### src/rtl/time_entry_ctrl_pkg.sv
// Shared definitions for the microwave time-entry controller: FSM encoding,
// default key codes and BCD digit width.
package time_entry_ctrl_pkg;

  localparam int BCD_W = 4;
  localparam int NDIG  = 4;

  localparam logic [BCD_W-1:0] KEY_START_DEF = 4'hA;
  localparam logic [BCD_W-1:0] KEY_STOP_DEF  = 4'hB;

  typedef enum logic [2:0] {
    ST_IDLE  = 3'd0,
    ST_LOAD  = 3'd1,
    ST_RUN   = 3'd2,
    ST_PAUSE = 3'd3,
    ST_DONE  = 3'd4
  } state_e;

  function automatic logic is_digit(input logic [BCD_W-1:0] code);
    return code <= 4'd9;
  endfunction

endpackage

### src/rtl/time_entry_ctrl_buffer.sv
// Four-digit BCD entry buffer: shifts digits in from the right while the
// leading digit is still zero, and flags empty / seconds-in-range.
module bcd_entry_buffer
  import time_entry_ctrl_pkg::*;
(
  input  logic                       clk,
  input  logic                       rst,
  input  logic                       shift_i,
  input  logic                       clear_i,
  input  logic [BCD_W-1:0]           digit_i,
  output logic [NDIG-1:0][BCD_W-1:0] digits_o,
  output logic                       zero_o,
  output logic                       valid_o
);

  // [3]=min_tens, [2]=min_ones, [1]=sec_tens, [0]=sec_ones
  logic [NDIG-1:0][BCD_W-1:0] digits_q, digits_d;
  logic                       full;

  assign full = (digits_q[3] != '0);

  always_comb begin
    digits_d = digits_q;
    if (clear_i)
      digits_d = '0;
    else if (shift_i && !full)
      digits_d = {digits_q[2:0], digit_i};
  end

  always_ff @(posedge clk or posedge rst) begin
    if (rst) digits_q <= '0;
    else     digits_q <= digits_d;
  end

  assign digits_o = digits_q;
  assign zero_o   = (digits_q == '0);
  assign valid_o  = (digits_q[1] <= 4'd5);

endmodule

### src/rtl/time_entry_ctrl.sv
// Microwave time-entry FSM: collects BCD digits, loads and runs the external
// mod-10/mod-6 timer chain, and handles pause, cancel and completion.
module time_entry_ctrl
  import time_entry_ctrl_pkg::*;
#(
  parameter logic [BCD_W-1:0] KEY_START = KEY_START_DEF,
  parameter logic [BCD_W-1:0] KEY_STOP  = KEY_STOP_DEF
) (
  input  logic             clk,
  input  logic             clr,
  input  logic             key_valid,
  input  logic [BCD_W-1:0] key_code,
  input  logic             door_closed,
  input  logic             timer_zero,
  output logic [BCD_W-1:0] min_tens,
  output logic [BCD_W-1:0] min_ones,
  output logic [BCD_W-1:0] sec_tens,
  output logic [BCD_W-1:0] sec_ones,
  output logic             loadn,
  output logic             timer_clrn,
  output logic             timer_en,
  output logic             done,
  output logic             err,
  output logic [2:0]       state
);

  state_e state_q, state_d;
  logic   err_q, err_d;
  logic   clrp_q, clrp_d;
  logic   buf_shift, buf_clear, buf_zero, buf_valid;
  logic   key_start, key_stop, key_digit;
  logic [NDIG-1:0][BCD_W-1:0] digits;

  assign key_start = key_valid && (key_code == KEY_START);
  assign key_stop  = key_valid && (key_code == KEY_STOP);
  assign key_digit = key_valid && is_digit(key_code);

  bcd_entry_buffer u_buf (
    .clk      (clk),
    .rst      (clr),
    .shift_i  (buf_shift),
    .clear_i  (buf_clear),
    .digit_i  (key_code),
    .digits_o (digits),
    .zero_o   (buf_zero),
    .valid_o  (buf_valid)
  );

  // Strobe flags reset low so a reset release never emits a load/clear pulse.
  always_ff @(posedge clk or posedge clr) begin
    if (clr) begin
      state_q <= ST_IDLE;
      err_q   <= 1'b0;
      clrp_q  <= 1'b0;
    end else begin
      state_q <= state_d;
      err_q   <= err_d;
      clrp_q  <= clrp_d;
    end
  end

  always_comb begin
    state_d   = state_q;
    buf_shift = 1'b0;
    buf_clear = 1'b0;
    err_d     = 1'b0;
    clrp_d    = 1'b0;
    case (state_q)
      ST_IDLE: begin
        if (key_digit)
          buf_shift = 1'b1;
        else if (key_stop)
          buf_clear = 1'b1;
        else if (key_start) begin
          if (door_closed && !buf_zero && buf_valid) state_d = ST_LOAD;
          else                                       err_d   = 1'b1;
        end
      end
      ST_LOAD: state_d = ST_RUN;
      ST_RUN: begin
        // Expiry wins over a simultaneous stop or door opening.
        if (timer_zero)                  state_d = ST_DONE;
        else if (key_stop || !door_closed) state_d = ST_PAUSE;
      end
      ST_PAUSE: begin
        if (key_start) begin
          if (door_closed) state_d = ST_RUN;
          else             err_d   = 1'b1;
        end else if (key_stop) begin
          state_d   = ST_IDLE;
          buf_clear = 1'b1;
          clrp_d    = 1'b1;
        end
      end
      ST_DONE: begin
        if (key_valid || !door_closed) begin
          state_d   = ST_IDLE;
          buf_clear = 1'b1;
          clrp_d    = 1'b1;
        end
      end
      default: state_d = ST_IDLE;
    endcase
  end

  always_comb begin
    loadn      = (state_q != ST_LOAD);
    timer_en   = (state_q == ST_RUN);
    done       = (state_q == ST_DONE);
    timer_clrn = !clrp_q;
    err        = err_q;
    state      = state_q;
    min_tens   = digits[3];
    min_ones   = digits[2];
    sec_tens   = digits[1];
    sec_ones   = digits[0];
  end

endmodule

### config.mk
export PLATFORM = sky130hd
export DESIGN_NAME = time_entry_ctrl
export DESIGN_NICKNAME = d
export VERILOG_FILES = /design/src/rtl/time_entry_ctrl_pkg.sv /design/src/rtl/time_entry_ctrl_buffer.sv /design/src/rtl/time_entry_ctrl.sv
export SDC_FILE = /design/constraint.sdc
export NUM_CORES = 1
export LEC_CHECK = 0
export ABC_CLOCK_PERIOD_IN_PS = 1920
export BUFFER_PORTS_ARGS = -buffer_cell sky130_fd_sc_hd__buf_2
export CAP_MARGIN = 20
export CORE_MARGIN = 8
export CORE_UTILIZATION = 35
export DETAILED_ROUTE_END_ITERATION = 8
export HOLD_SLACK_MARGIN = 0.03
export PLACE_DENSITY = 0.57
export SKIP_LAST_GASP = 1
export SYNTH_ARGS = -nofsm -noshare
export SYNTH_HDL_FRONTEND = slang
export SYNTH_SLANG_ARGS = --single-unit
### constraint.sdc
create_clock -name clk -period 1.92 [get_ports clk]
set_input_delay 0.384 -clock clk [delete_from_list [all_inputs] [get_ports clk]]
set_output_delay 0.384 -clock clk [all_outputs]
set_load 0.03 [all_outputs]
======== Yosys cells after proc, flatten, opt, wreduce, memory -nomap -nowiden ========
Index checks and enable logic that the tools add are counted.
storage, ports and cells
  output and inout bits ................... 24
  logic and storage cells ................. 69
  input port bits ......................... 9
  register bits ........................... 21
cells by class
  equality and inequality tests ........... 15
  magnitude comparators ................... 2
  muxes and demuxes ....................... 28
  reductions and logical operators ........ 17
operators with widths
  operator            number
  $mux 16             2
  $mux 3              10
  $logic_not 16->1    1
  $pmux 3 s5          1
  $mux 1              12
  $eq 4x4->1 const B  2
  $ne 2x2->1 const B  4
  $reduce_and 8->1    1
  $eq 3x2->1 const B  2
  $logic_and 1x1->1   6
  $ne 3x3->1 const B  2
  $le 4x3->1 const B  1
  $le 4x4->1 const B  1
  $logic_not 1->1     4
  $pmux 1 s2          2
  $reduce_bool 4->1   1
  $eq 3x1->1 const B  1
  $eq 3x3->1 const B  1
  $logic_not 3->1     1
  $ne 3x1->1 const B  1
  $ne 3x2->1 const B  1
  $pmux 1 s3          1
  $logic_or 1x1->1    2
  $ne 2x1->1 const B  1
  $reduce_bool 2->1   1

======== Longest topological paths before layout ========
  depth after elaboration ................. 9
  mapped depth ............................ 7
  depth with buffers taken out ............ 5

======== Hierarchy ========
Synthesis repeated with hierarchy kept, for this count alone.
second synthesis, totals
  cells, all modules ...................... 91
  area total of the unflattened synthesis .. 1037.2 µm²
by module, submodules not included
  module            area an instance (µm²)  cells each  sequential area each (µm²)  instances
  bcd_entry_buffer  650.6                   45          400.4                       1
  time_entry_ctrl   386.6                   46          125.1                       1

======== Least setup slack after synthesis ========
OpenSTA, ideal clock, no wires.
  path type ............................... flip-flop to flip-flop
  from .................................... register state_q[1] (netlist: state[1])
  to ...................................... register state_q[1] (netlist: state[1])
  required time ........................... 1.795 ns
  period minus slack after synthesis ...... 2.058 ns
  data arrival time ....................... 1.933 ns
  library setup time ...................... 0.125 ns
  stages on the path, launching flop included .. 7
  path slack .............................. -0.138 ns
  cell sequence ........................... dfrtp_1 > buf_4 > nor3b_2 > nor2b_1 > a21oi_1 > o311ai_2 > mux2_4
on the way
  word-level cells in the longest chain between the ends .. 3
  elaborated cells between the ends (all ways) .. 15
  those cells by class .................... 12 x eq/ne; 1 x mux; 2 x reduce/logical
RTL lines
  item                               RTL line               text
  from (decl)                        time_entry_ctrl.sv:27  state_e state_q, state_d;
  from (signal assigned)             time_entry_ctrl.sv:56  state_q <= state_d;
  $eq 3x3->1 *                       --
  via done                           time_entry_ctrl.sv:22  output logic done,
  $ne 2x1->1 (no source line)        --
  $reduce_and 8->1 (no source line)  --
Mark *: on every way through the listed nets, which the timed path passes. The rest lies on a longest branch.
A chain may end at the register's enable or synchronous reset.

======== Final worst setup path ========
  from .................................... register state_q[1] (netlist: state[1])
  to ...................................... output port loadn
on the way
  word-level cells in the longest chain between the ends .. 1
RTL lines
  item        RTL line                text
  $ne 3x1->1  time_entry_ctrl.sv:107  loadn = (state_q != ST_LOAD);
  to (decl)   time_entry_ctrl.sv:19   output logic loadn,
No other way between the ends.

==> metrics.cfg <==
[synth]
synth.distinct_cells = 37
synth_top_area_share_pct = 44.7
syn_inst = 119
yosysSeqAreaShare_pct = 44.7
ys_top_cells_by_area = dfrtp_1, nand2_1, a21oi_1, a21oi_2, nand2_2
synth.avg_cell_area_um2 = 9.88
yosys_warnings = 0
ys.flop_type = dfrtp_1
synth_area_mm2 = 0.00118
syn-num-nets = 128
ys_async_sr_fraction_pct = 100
synth_edf_count = 0
synth_seq_cells = 21
synth_top_cell_by_area = dfrtp_1

[placement]
gp_congestion = 0.804
portBuffers = 32
hpwl_mm = 2.29
place_ws_ns = 0.169

[floorplanning]
core-area_mm2 = 0.00328
start_util_pct = 35.8
die_h_um = 74.0
dieArea_mm2 = 0.00547
die_x_um = 74.0
rows = 21
io_pins = 33

[route]
totalWireLength_mm = 3.04
avgRoutedWirePerCell_um = 14.8
vias = 1034
drt_first_pass_iters = 4
ant_nets = 0
viasPerCell = 5.02
drc = 0
drt_iter0_markers = 57

[setup_path]
worst-setup-path-type = register to primary output
end_kind = primary output
critPathTopFamily = flip-flops
slowest_stage = dfrtp_2
slowest_delay_ns = 0.52
crit_chain = or3b_2, buf_2
critPathMaxFanout = 12
startpoint_type = register
path_buf_inv = 1
required_ns = 1.54
cp.arrival_ns = 1.47

[clocking]
cts_buffers = 3
clkLatencyLatePin_ns = 0.30
cts_sinks = 21
cts_tree = yes
cts.path.max_buffers = 2
clk_pin_slew_worst_paths_ns = 0.12
htree_num_levels = 1
cts_root_buf = clkbuf_4

[finish]
drive_above_1_share_pct = 45.6
nFillCells = 324
postLayoutCoreUtil_pct = 44.9
areaGrowthSynthToFinish_pct = 25.3
final_nets = 170
n_antenna_cell = 0

[timing]
tightest_slew_ns = 0.500
maxSlewHeadroom_pct = 66.4
min_period_over_period_pct = 96.6
setup_violations = 0
setup_ws_ns = 0.0659
skew_ns = 0.00152
tns_ns = 0
slew_viol_final = 0
fmax_mhz = 539
min_period_ns = 1.85
finalHoldViolCount = 0

[pwr]
leakagePower_uw = 0.000710
peakVddDrop_mv = 0.646
p_total_uw = 2670
power.density_mw_per_mm2 = 1810

[global_routing]
grt_pass1_wl_mm = 5.09
antenna_found_initial = 0
grt_usage_pct = 11.7
grt_pass1_vias = 1044
grt_max_degree = 22
grt-ovfl-total = 0

[flow_run]
drv_cap = 0

[min_path]
worstHoldPathType = primary input to asynchronous set/reset pin

[outcome]
status = complete, no violations

[where the power goes]
part | total (uW) | switching (uW) | internal, uW
clock network | 216 | 138 | 77.7
registers | 887 | 252 | 635
logic | 1570 | 965 | 602
total | 2670 | 1350 | 1320
[worst min-delay path, cell delays in order]
cell   delay [ns]
buf_2        0.10
inv_1        0.04
buf_4        0.27
[cells in the mapped netlist (2+ instances only)]
cell type,n
inv_1,4
nand2_1,21
a211oi_1,2
buf_6,3
nor2b_1,2
nand2_2,6
a21oi_1,14
buf_4,2
dfrtp_1,21
nor2_1,7
nor4_1,4
a21oi_2,6
o21ai_0,3
[through the flow]
step / hold WS, ns / cells / instance area (um^2)
finish: 0.0869 / 206 / 1470
global route: 0.0973 / 206 / 1470
CTS: 0.0917 / 199 / 1420
detailed placement: 0.437 / 195 / 1390
global placement: 0.428 / 195 / 1390
floorplan: 0.360 / 119 / 1180
[metal layers]
layer	up-vias	global-route usage [%]	wire (um)
li1	496	-	-
met3	7	1.75	156
met4	0	5.32	57
met2	37	18.4	1420
met1	494	15.5	1410
met5	-	0	0
[cells by family (layout without fill, tap and decap cells)]
kind of cell	count (synthesis)	count (layout)	share of synthesized area, %
muxes	1	1	1.28
AOI/OAI and AO/OA	32	32	20.1
buffers and inverters	11	52	7.45
and+or+nand+nor	53	53	25.7
xor gates and xnor gates	1	1	0.745
DFF	21	21	44.7
[worst paths after layout]
| path | start | end | slack (ns) | cells past startpoint |
|---|---|---|---|---|
| worst max-delay path | state[1]$_DFFE_PP0P_ | loadn | 0.07 | 2 |
| worst min-delay path | clr | u_buf.digits_o[15]$_DFFE_PP0P_ | 0.09 | 3 |
| worst max register to register | state[0]$_DFFE_PP0P_ | state[1]$_DFFE_PP0P_ | 0.19 | 6 |
| worst min register to register | u_buf.digits_o[12]$_DFFE_PP0P_ | u_buf.digits_o[12]$_DFFE_PP0P_ | 0.54 | 2 |
| max in group asynchronous | clr | state[0]$_DFFE_PP0P_ | 1.60 | 3 |
| min in group clk | timer_zero | state[2]$_DFFE_PP0P_ | 0.32 | 2 |
[cell usage in the layout, fill, tap and decap left out, types with 2 or more instances in the layout]
| cell type | count |
|---|---|
| dfrtp_1 | 18 |
| a21oi_2 | 6 |
| nor2_1 | 7 |
| o21ai_0 | 3 |
| a21oi_1 | 14 |
| inv_1 | 4 |
| nand2_2 | 6 |
| nand2_1 | 21 |
| nor2b_1 | 2 |
| dfrtp_2 | 3 |
| buf_4 | 10 |
| nor4_1 | 4 |
| a211oi_1 | 2 |
| nor3b_4 | 2 |
| clkbuf_4 | 3 |
| buf_2 | 32 |
| buf_12 | 2 |
[state kept, by name (all words and copies together), names as in the netlist]
| name | count |
|---|---|
| u_buf.digits_o | 16 |
| state | 3 |
| clrp_q | 1 |
| err | 1 |
[area by class of cell]
type                            count  area, um^2  share of cell area [%]
Multi-Input combinational cell     87         569                    38.6
Sequential cell                    21         529                    35.9
Timing Repair Buffer               44         275                    18.7
Tap cell                           46        57.6                    3.90
Clock buffer                        3        22.5                    1.53
Inverter                            4        15.0                    1.02
Clock inverter                      1        5.00                   0.340
[repair_timing]
action	4_1_cts	5_1_grt
buffers inserted	0	7
gates resized for setup	1	0
endpoints found under the setup margin	1	1
hold buffers	0	0
Power figures use the tool's default switching activity.
